<file path="src/rtl/atm_auth_pkg.sv">
// atm_auth_pkg - shared types and the power-on PIN table for atm_auth_engine.
// Optional lockout logic elsewhere is controlled by the ATM_LOCKOUT_EN macro.
package atm_auth_pkg;

    // Request opcodes; encodings 2 and 3 are illegal and answered with STS_BAD_OP.
    typedef enum logic [1:0] {
        OP_AUTH       = 2'd0,
        OP_CHANGE_PIN = 2'd1
    } op_e;

    // Response status codes.
    typedef enum logic [2:0] {
        STS_AUTH_OK     = 3'd0,
        STS_NOT_FOUND   = 3'd1,
        STS_BAD_PIN     = 3'd2,
        STS_LOCKED      = 3'd3,
        STS_PIN_CHANGED = 3'd4,
        STS_PIN_SAME    = 3'd5,
        STS_PIN_INVALID = 3'd6,
        STS_BAD_OP      = 3'd7
    } status_e;

    // Engine FSM states.
    typedef enum logic [1:0] {
        S_IDLE   = 2'd0,
        S_SEARCH = 2'd1,
        S_CHECK  = 2'd2,
        S_RESP   = 2'd3
    } state_e;

    // Power-on PIN for database entry i.
    function automatic logic [15:0] default_pin(input int i);
        case (i)
            0:       return 16'd1234;
            1:       return 16'd2345;
            2:       return 16'd3456;
            3:       return 16'd4567;
            4:       return 16'd5678;
            5:       return 16'd6789;
            6:       return 16'd7890;
            7:       return 16'd8901;
            8:       return 16'd9012;
            9:       return 16'd7123;
            default: return 16'(1000 + i);
        endcase
    endfunction

endpackage

</file>
<file path="src/rtl/atm_fail_tracker.sv">
// atm_fail_tracker - per-account consecutive-failure counters and lock flags.
// Built only when ATM_LOCKOUT_EN is defined.
`ifdef ATM_LOCKOUT_EN
module atm_fail_tracker #(
    parameter int NUM_ACCOUNTS = 10,
    parameter int ACC_W        = 4,
    parameter int MAX_TRIES    = 3
) (
    input  logic             clk,
    input  logic             rst_n,
    input  logic [ACC_W-1:0] idx_i,
    input  logic             inc_i,
    input  logic             clr_i,
    output logic             locked_o,
    output logic [2:0]       count_o
);

    localparam logic [2:0] TRIES_V = 3'(MAX_TRIES);

    logic [2:0]              cnt_q [NUM_ACCOUNTS];
    logic [NUM_ACCOUNTS-1:0] lock_q;
    logic [2:0]              cnt_inc;

    assign count_o  = cnt_q[idx_i];
    assign locked_o = lock_q[idx_i];
    assign cnt_inc  = (count_o >= TRIES_V) ? TRIES_V : count_o + 3'd1;

    // Count failures for the selected account; lock it once the limit is hit.
    always_ff @(posedge clk or negedge rst_n) begin
        if (!rst_n) begin
            // NOTE: the counter array is reset explicitly because a reset must
            // forgive every account, so it cannot be left as uninitialised RAM.
            for (int i = 0; i < NUM_ACCOUNTS; i++) begin
                cnt_q[i] <= 3'd0;
            end
            lock_q <= '0;
        end else if (inc_i) begin
            // NOTE: non-blocking so every update in this edge sees pre-edge values.
            cnt_q[idx_i] <= cnt_inc;
            if (cnt_inc == TRIES_V) begin
                lock_q[idx_i] <= 1'b1;
            end
        end else if (clr_i) begin
            cnt_q[idx_i] <= 3'd0;
        end
    end

endmodule
`endif

</file>
<file path="src/rtl/atm_auth_engine.sv">
// atm_auth_engine - sequential account/PIN authenticator with a register
// database, linear search and valid/ready request and response ports.
// Define ATM_LOCKOUT_EN to build per-account failure counting and lockout.
module atm_auth_engine
    import atm_auth_pkg::*;
#(
    parameter int NUM_ACCOUNTS = 10,
    parameter int ACC_W        = 4,
    parameter int PIN_W        = 16,
    parameter int PIN_MAX      = 9999,
    parameter int MAX_TRIES    = 3
) (
    input  logic             clk,
    input  logic             rst_n,
    input  logic             req_valid,
    output logic             req_ready,
    input  logic [1:0]       req_op,
    input  logic [ACC_W-1:0] acc_num,
    input  logic [PIN_W-1:0] pin,
    input  logic [PIN_W-1:0] new_pin,
    output logic             rsp_valid,
    input  logic             rsp_ready,
    output logic [2:0]       rsp_status,
    output logic [ACC_W-1:0] rsp_acc_index,
    output logic [2:0]       rsp_fail_cnt
);

    localparam logic [ACC_W-1:0] LAST_IDX  = ACC_W'(NUM_ACCOUNTS - 1);
    localparam logic [PIN_W-1:0] PIN_MAX_V = PIN_W'(PIN_MAX);

    if (NUM_ACCOUNTS < 1 || NUM_ACCOUNTS > 16 || MAX_TRIES < 1 || MAX_TRIES > 7)
    begin : g_bad_params
        $error("atm_auth_engine: NUM_ACCOUNTS or MAX_TRIES out of range");
    end

    state_e           state_q, state_d;
    logic [ACC_W-1:0] idx_q, idx_d;
    logic [1:0]       op_q, op_d;
    logic [ACC_W-1:0] acc_q, acc_d;
    logic [PIN_W-1:0] pin_q, pin_d;
    logic [PIN_W-1:0] new_pin_q, new_pin_d;
    status_e          rsp_status_q, rsp_status_d;
    logic [ACC_W-1:0] rsp_idx_q, rsp_idx_d;
    logic [2:0]       rsp_cnt_q, rsp_cnt_d;

    logic [ACC_W-1:0] acc_db_q [NUM_ACCOUNTS];
    logic [PIN_W-1:0] pin_db_q [NUM_ACCOUNTS];

    logic             in_check;
    logic             pin_bad;
    logic             pin_wr;
    logic [PIN_W-1:0] cur_pin;
    status_e          chk_status;
    logic [2:0]       chk_cnt;
    logic             trk_locked;
    logic [2:0]       trk_count;
    logic [2:0]       bad_cnt;

    assign cur_pin  = pin_db_q[idx_q];
    assign in_check = (state_q == S_CHECK);
    assign pin_bad  = (pin_q != cur_pin);

`ifdef ATM_LOCKOUT_EN
    logic trk_inc;
    logic trk_clr;

    // A locked account never reaches inc/clr, so its count stays frozen.
    assign trk_inc = in_check && !trk_locked && pin_bad;
    assign trk_clr = in_check && !trk_locked && !pin_bad;
    // Unlocked implies count < MAX_TRIES, so +1 cannot pass the limit.
    assign bad_cnt = trk_count + 3'd1;

    atm_fail_tracker #(
        .NUM_ACCOUNTS (NUM_ACCOUNTS),
        .ACC_W        (ACC_W),
        .MAX_TRIES    (MAX_TRIES)
    ) u_fail_tracker (
        .clk      (clk),
        .rst_n    (rst_n),
        .idx_i    (idx_q),
        .inc_i    (trk_inc),
        .clr_i    (trk_clr),
        .locked_o (trk_locked),
        .count_o  (trk_count)
    );
`else
    assign trk_locked = 1'b0;
    assign trk_count  = 3'd0;
    assign bad_cnt    = 3'd0;
`endif

    // Evaluate the matched entry in priority order: lock, PIN, then the op.
    always_comb begin
        // NOTE: every output gets a default first so no path infers a latch.
        chk_status = STS_AUTH_OK;
        chk_cnt    = 3'd0;
        pin_wr     = 1'b0;
        if (trk_locked) begin
            chk_status = STS_LOCKED;
            chk_cnt    = trk_count;
        end else if (pin_bad) begin
            chk_status = STS_BAD_PIN;
            chk_cnt    = bad_cnt;
        end else if (op_q == OP_AUTH) begin
            chk_status = STS_AUTH_OK;
        end else if (new_pin_q > PIN_MAX_V) begin
            chk_status = STS_PIN_INVALID;
        end else if (new_pin_q == cur_pin) begin
            chk_status = STS_PIN_SAME;
        end else begin
            chk_status = STS_PIN_CHANGED;
            pin_wr     = in_check;
        end
    end

    // Next-state logic for the request/search/check/response sequence.
    always_comb begin
        state_d      = state_q;
        idx_d        = idx_q;
        op_d         = op_q;
        acc_d        = acc_q;
        pin_d        = pin_q;
        new_pin_d    = new_pin_q;
        rsp_status_d = rsp_status_q;
        rsp_idx_d    = rsp_idx_q;
        rsp_cnt_d    = rsp_cnt_q;
        case (state_q)
            S_IDLE: begin
                if (req_valid) begin
                    op_d      = req_op;
                    acc_d     = acc_num;
                    pin_d     = pin;
                    new_pin_d = new_pin;
                    idx_d     = '0;
                    if (req_op == OP_AUTH || req_op == OP_CHANGE_PIN) begin
                        state_d = S_SEARCH;
                    end else begin
                        state_d      = S_RESP;
                        rsp_status_d = STS_BAD_OP;
                        rsp_idx_d    = '0;
                        rsp_cnt_d    = 3'd0;
                    end
                end
            end
            S_SEARCH: begin
                if (acc_db_q[idx_q] == acc_q) begin
                    state_d = S_CHECK;
                end else if (idx_q == LAST_IDX) begin
                    state_d      = S_RESP;
                    rsp_status_d = STS_NOT_FOUND;
                    rsp_idx_d    = '0;
                    rsp_cnt_d    = 3'd0;
                end else begin
                    idx_d = idx_q + 1'b1;
                end
            end
            S_CHECK: begin
                state_d      = S_RESP;
                rsp_status_d = chk_status;
                rsp_idx_d    = idx_q;
                rsp_cnt_d    = chk_cnt;
            end
            S_RESP: begin
                if (rsp_ready) begin
                    state_d = S_IDLE;
                end
            end
            default: state_d = S_IDLE;
        endcase
    end

    // FSM, latched request and response registers.
    always_ff @(posedge clk or negedge rst_n) begin
        if (!rst_n) begin
            state_q      <= S_IDLE;
            idx_q        <= '0;
            op_q         <= 2'd0;
            acc_q        <= '0;
            pin_q        <= '0;
            new_pin_q    <= '0;
            rsp_status_q <= STS_AUTH_OK;
            rsp_idx_q    <= '0;
            rsp_cnt_q    <= 3'd0;
        end else begin
            state_q      <= state_d;
            idx_q        <= idx_d;
            op_q         <= op_d;
            acc_q        <= acc_d;
            pin_q        <= pin_d;
            new_pin_q    <= new_pin_d;
            rsp_status_q <= rsp_status_d;
            rsp_idx_q    <= rsp_idx_d;
            rsp_cnt_q    <= rsp_cnt_d;
        end
    end

    // Account/PIN database; only a successful PIN change in CHECK writes it.
    always_ff @(posedge clk or negedge rst_n) begin
        if (!rst_n) begin
            for (int i = 0; i < NUM_ACCOUNTS; i++) begin
                acc_db_q[i] <= ACC_W'(i + 1);
                pin_db_q[i] <= PIN_W'(default_pin(i));
            end
        end else if (pin_wr) begin
            pin_db_q[idx_q] <= new_pin_q;
        end
    end

    assign req_ready     = (state_q == S_IDLE);
    assign rsp_valid     = (state_q == S_RESP);
    assign rsp_status    = rsp_status_q;
    assign rsp_acc_index = rsp_idx_q;
    assign rsp_fail_cnt  = rsp_cnt_q;

endmodule

</file>
<file path="config.mk">
export PLATFORM = sky130hd
export DESIGN_NAME = atm_auth_engine
export DESIGN_NICKNAME = d
export VERILOG_FILES = /design/src/rtl/atm_auth_pkg.sv /design/src/rtl/atm_fail_tracker.sv /design/src/rtl/atm_auth_engine.sv
export SDC_FILE = /design/constraint.sdc
export NUM_CORES = 1
export LEC_CHECK = 0
export CAP_MARGIN = 25
export CORE_UTILIZATION = 50
export CTS_CLUSTER_SIZE = 30
export DETAILED_ROUTE_END_ITERATION = 10
export DONT_BUFFER_PORTS = 1
export SLEW_MARGIN = 20
export SYNTH_ARGS = -nofsm -noshare
export SYNTH_HDL_FRONTEND = slang
export SYNTH_HIERARCHICAL = 1
export SYNTH_SLANG_ARGS = --single-unit
</file>
<file path="constraint.sdc">
create_clock -name clk -period 4.1 [get_ports clk]
set_input_delay 0.41 -clock clk [delete_from_list [all_inputs] [get_ports clk]]
set_output_delay 0.41 -clock clk [all_outputs]
set_load 0.01 [all_outputs]
</file>
# Word-level counts from Yosys, hierarchy flattened

Cells that the tools add are included.
Widths: inputs -> output; s select.

$add $sub $neg: 1
Multipliers: 0
Div/mod/pow operators: 0
Magnitude comparators: 3
Equal/unequal tests: 15
Shift-type cells: 0
Muxes and demuxes: 42
Bitwise gates (word level): 1
Reduce and logical (&&, ||, !) cells: 11

Operator list:

| kind                 | count |
|---|---|
| $bwmux 160           | 1 |
| $bmux 16 s4          | 1 |
| $demux 16 s4         | 1 |
| $mux 16              | 3 |
| $mux 4               | 9 |
| $mux 3               | 10 |
| $pmux 3 s3           | 2 |
| $bmux 4 s4           | 1 |
| $eq 16x16->1         | 1 |
| $gt 16x14->1 const B | 1 |
| $ne 16x16->1         | 1 |
| $mux 2               | 6 |
| $pmux 4 s3           | 1 |
| $ne 2x2->1 const B   | 5 |
| $pmux 2 s4           | 1 |
| $pmux 4 s2           | 1 |
| $logic_not 2->1      | 3 |
| $ge 5x5->1 const B   | 1 |
| $lt 5x1->1 const B   | 1 |
| $mux 1               | 5 |
| $not 4->5            | 1 |
| $reduce_and 5->1     | 1 |
| $add 4x1->4 const B  | 1 |
| $eq 2x1->1 const B   | 2 |
| other kinds (12)     | 13 |

Flip-flop bits (word level): 214
Bits in latches: 0
Bits in writable memories: 0
ROM bits: 0
Bits of input ports: 42
Output and inout port bits: 12
Logic and storage cells: 92
Memories kept: 0

# Logic depth before layout (Yosys ltp)

Depth in word-level cells: 10
Depth in mapped cells: 13
Mapped depth without buffers: 8

# Worst setup path before layout

OpenSTA, ideal clock, no wires.

Path type: register to register
Start: register idx_q[0]
End: register pin_db_q[105] (netlist name)
Setup time: 0.125 ns
Arrival time: 3.018 ns
Data required time: 3.975 ns
Path slack: 0.957 ns
Stages on the path, launching flop included: 13
Period minus slack after synthesis: 3.143 ns
Cells stage by stage: dfrtp_1 > buf_6 > buf_6 > buf_2 > mux2_2 > a221o_1 > xor2_1 > nor4_1 > nand4_1 > buf_4 > nand4_4 > buf_6 > mux2_4

Cells in the longest elaborated chain, start to end: 9

Ends and longest elaborated chain:

| element                                    | RTL line                                      | RTL |
|---|---|---|
| start, declared                            | atm_auth_engine.sv:37                         | `logic [ACC_W-1:0] idx_q, idx_d;` |
| start signal, assigned                     | atm_auth_engine.sv:186                        | `idx_q <= idx_d;` |
| $not 4->5 (not written as such) *          | atm_auth_engine.sv:59, atm_auth_engine.sv:205 |  |
| $bmux 16 s4                                | atm_auth_engine.sv:59                         | `assign cur_pin = pin_db_q[idx_q];` |
| $mux 16 (not written as such) (2 in a row) | atm_auth_engine.sv:59                         |  |
| $eq 16x16->1                               | atm_auth_engine.sv:108                        | `end else if (new_pin_q == cur_pin) begin` |
| $mux 1                                     | atm_auth_engine.sv:108                        |  |
| $mux 1                                     | atm_auth_engine.sv:106                        | `end else if (new_pin_q > PIN_MAX_V) begin` |
| $mux 1                                     | atm_auth_engine.sv:104                        | `end else if (op_q == OP_AUTH) begin` |
| $mux 1                                     | atm_auth_engine.sv:101                        | `end else if (pin_bad) begin` |
| end signal, assigned by index              | atm_auth_engine.sv:202                        | `pin_db_q[i] <= PIN_W'(default_pin(i));` |
| end signal, assigned by index              | atm_auth_engine.sv:205                        | `pin_db_q[idx_q] <= new_pin_q;` |
| end, declared                              | atm_auth_engine.sv:47                         | `logic [PIN_W-1:0] pin_db_q [NUM_ACCOUNTS];` |

Every way passes the cells marked *; elsewhere a longest branch is shown, timed or not. The select of a mux whose other input is x is not followed.
A chain may end at the register's enable or synchronous reset.

# Worst setup path after layout

Start: register idx_q[1]
End: register pin_db_q[70] (netlist name)

Same word-level chain as after synthesis.

==> impl_metrics.tcl <==
set metrics [dict create \
    path_cells "buf_4 -> nand3b_1 -> o22a_1 -> nand4_1 -> nor4b_1 -> buf_4 -> nand4_1 -> and4b_1 -> buf_12 -> nand4_4 -> buf_12 -> mux2_4" \
    yosysTopAreaCell "dfrtp_1" \
    postSynthCellCount 704 \
    fin_worst_skew_ns 0.0280 \
    grt_usage_pct 23.4 \
    r2r_start "idx_q[1]$_DFFE_PN0P_" \
    required_ns 4.48 \
    crit_type "reg -> reg" \
    gp_congestion 0.808 \
    tightestPinTransition_ns 0.634 \
    slew_violations 0 \
    clock_latency_ns 0.52 \
    layoutNonFillerInstCount 1011 \
    period_share_pct 92.6 \
    crit_path_end_kind "flop" \
    cap_viol_max_count 0 \
    place_inst 966 \
    io_pins 54 \
    drt.antenna.violating_nets 0 \
    dr.first_iter.drc_count 285 \
    multi_input_area_sq_um 4650 \
    antenna_found_initial 0 \
    p_leak_nw 5.18 \
    ir_drop_mv 0.245 \
    syn_area_sq_um 10300 \
    std_cell_rows 52 \
    synth_top_area_share_pct 34.8 \
    yosys_warnings 86 \
    r2r_cells 12 \
    drive_gt1_share_pct 48.4 \
    cp-start-kind "flop" \
    die-area_sq_um 21100 \
    status "finished with violations" \
    cts_tree "yes" \
    cp_max_fo 13 \
    wirelength_um 23600 \
    ys_seq_area_share_pct 51.2 \
    vias 5876 \
    numClockSinks 207 \
    initial_core_util_pct 51.0 \
    yosys-top-cells-area "dfrtp_1 (35%), dfstp_2 (16%), mux2_4 (12%)" \
    synthFlopType "dfrtp_1" \
    async_reset_ff_share_pct 100 \
    area_delta_synth_final_pct 12.0 \
    finalSetupViolations 0 \
    die_y_um 145 \
    ys_ff_latch 207 \
    fin_hold_ws_ns -0.409 \
    grt_setup_unrepaired "no" \
    reg2reg_slack_ns 0.30 \
    cts_resized 0 \
    avgRoutedWirePerCell_um 23.3 \
    grt_overflow_total 0 \
    violations "hold timing" \
    numPortBuffers 0 \
    ys_types 50 \
    drt_pass1_iterations 4 \
    cts_buffers 24 \
    grt_max_degree 208 \
    die_x_um 145 \
    place_hpwl_um 15300 \
    drc 0 \
    slew-limit-headroom_pct 57.5 \
    r2r_end "pin_db_q[70]$_DFFE_PN0P_" \
    worst_path_largest_cell_delay_ns 0.53 \
    path_clk_slew_ns 0.07 \
    fmax_mhz 263 \
    post-route-min-period_ns 3.80 \
    hold_path_class "in -> async" \
    via_per_inst 5.81 \
    ff_latch_area_sq_um 5260 \
    power_density_nw_per_um2 476 \
    cpLargestDelayFamily "simple AND/OR/NAND/NOR gates" \
    nets 773 \
    grt_pass1_vias 6409 \
    hold_viol_final 172 \
    grt_first_pass_wirelength_um 38100 \
    power_mw 5.48 \
    diodes 0 \
    cp_slowest_cell "dfrtp_1" \
    crit_arrival_ns 4.18 \
    cp_num_buf_inv 4 \
    h-tree-depth 1 \
    clock_path_buffers 3 \
    syn_area_per_cell_sq_um 14.6 \
    setup_tns_ns 0 \
    coreArea_sq_um 20200 \
    synth_edf_count 0 \
    post_cts_buffers 0 \
    root_buffer "clkbuf_16" \
    fillers 1618 \
]
power by group:
part	internal (mW)	switching (mW)
registers	2.24	0.299
clock network	1.22	0.816
logic	0.442	0.461
layer usage:
metal / part of all wire (%) / GRT usage (%) / vias to the layer above
li1: - / - / 2598
met1: 46 / 33.6 / 3098
met2: 47 / 36.9 / 141
met3: 4.3 / 3.76 / 39
met4: 2.4 / 6.42 / 0
met5: 0 / 0 / -
logic make-up after synthesis:
logic type                 share of synthesized area (%)
other                                             0.0365
adders and majority gates                          0.974
DFF                                                 51.2
buffers and inverters                               3.64
xor gates and xnor gates                            2.05
and+or+nand+nor                                     8.16
muxes                                               30.4
AOI/OAI and AO/OA                                   3.58
sequential cells by signal, indices dropped and copies added, names as in the netlist:
name / cells
pin_db_q: 160
rsp_acc_index: 4
new_pin_q: 16
pin_q: 16
op_q: 2
idx_q: 4
state_q: 2
rsp_status: 3
cell usage in the layout (no fill, tap or decap), types with 5 or more instances in the layout:
cell type	count
dfrtp_1	142
mux2_2	106
mux2_4	82
dfstp_2	64
mux2i_1	36
buf_4	29
clkbuf_16	25
and2_1	20
nand2_1	19
xnor2_1	18
mux4_2	15
nor2_1	14
clkbuf_1	14
buf_12	13
o22ai_1	10
nand4_4	10
inv_1	9
and3_1	8
ha_1	8
o22a_1	7
a31oi_1	7
nor4_1	7
xor2_1	6
nand3_1	5
o21ai_0	5
cell type report:
cell class              count  share of cell area, %
inverters                   9                  0.293
clock inverters             3                  0.348
flip-flops and latches    207                   45.7
clock buffers              41                   6.13
multi-input cells         439                   40.4
well taps                 270                   2.93
repair buffers             42                   4.15
per-stage QoR:
step / hold WS (ns) / area, sq um / worst slack, ns / util, %
detailed placement: 0.120 / 10700 / 0.362 / 53.3
global placement: 0.119 / 10700 / 0.344 / 53.3
CTS: -0.427 / 11500 / 0.311 / 57.0
floorplan: 0.114 / 10300 / 0.957 / -
finish: -0.409 / 11500 / 0.302 / 57.1
global route: -0.428 / 11500 / 0.187 / 57.1
Yosys cell counts (13+ instances only):
cell type,n
clkbuf_1,21
buf_6,13
mux2i_1,36
and2_1,20
xnor2_1,18
mux4_2,15
mux2_4,82
dfstp_2,64
mux2_2,106
nor2_1,14
dfrtp_1,143
nand2_1,20
worst reg2reg max path, delay by kind of cell, from the launching register on:
kind	cells	cell delay (ns)
simple gates	6	1.56
mux	1	0.31
compound gates	1	0.36
buf+inv	4	0.89
flops	1	0.53
worst max path at each step:
stage                                    start                         to  slack [ns]  cells after the start
after global placement    idx_q[1]$_DFFE_PN0P_   pin_db_q[77]$_DFFE_PN0P_        0.34                     12
after CTS                 idx_q[1]$_DFFE_PN0P_   pin_db_q[91]$_DFFE_PN0P_        0.31                     12
after detailed placement  idx_q[1]$_DFFE_PN0P_   pin_db_q[77]$_DFFE_PN0P_        0.36                     12
after floorplan           idx_q[0]$_DFFE_PN0P_  pin_db_q[105]$_DFFE_PN0P_        0.96                     12
final                     idx_q[1]$_DFFE_PN0P_   pin_db_q[70]$_DFFE_PN0P_        0.30                     12
after global routing      idx_q[1]$_DFFE_PN0P_   pin_db_q[70]$_DFFE_PN0P_        0.19                     12
Power figures use the tool's default switching activity.
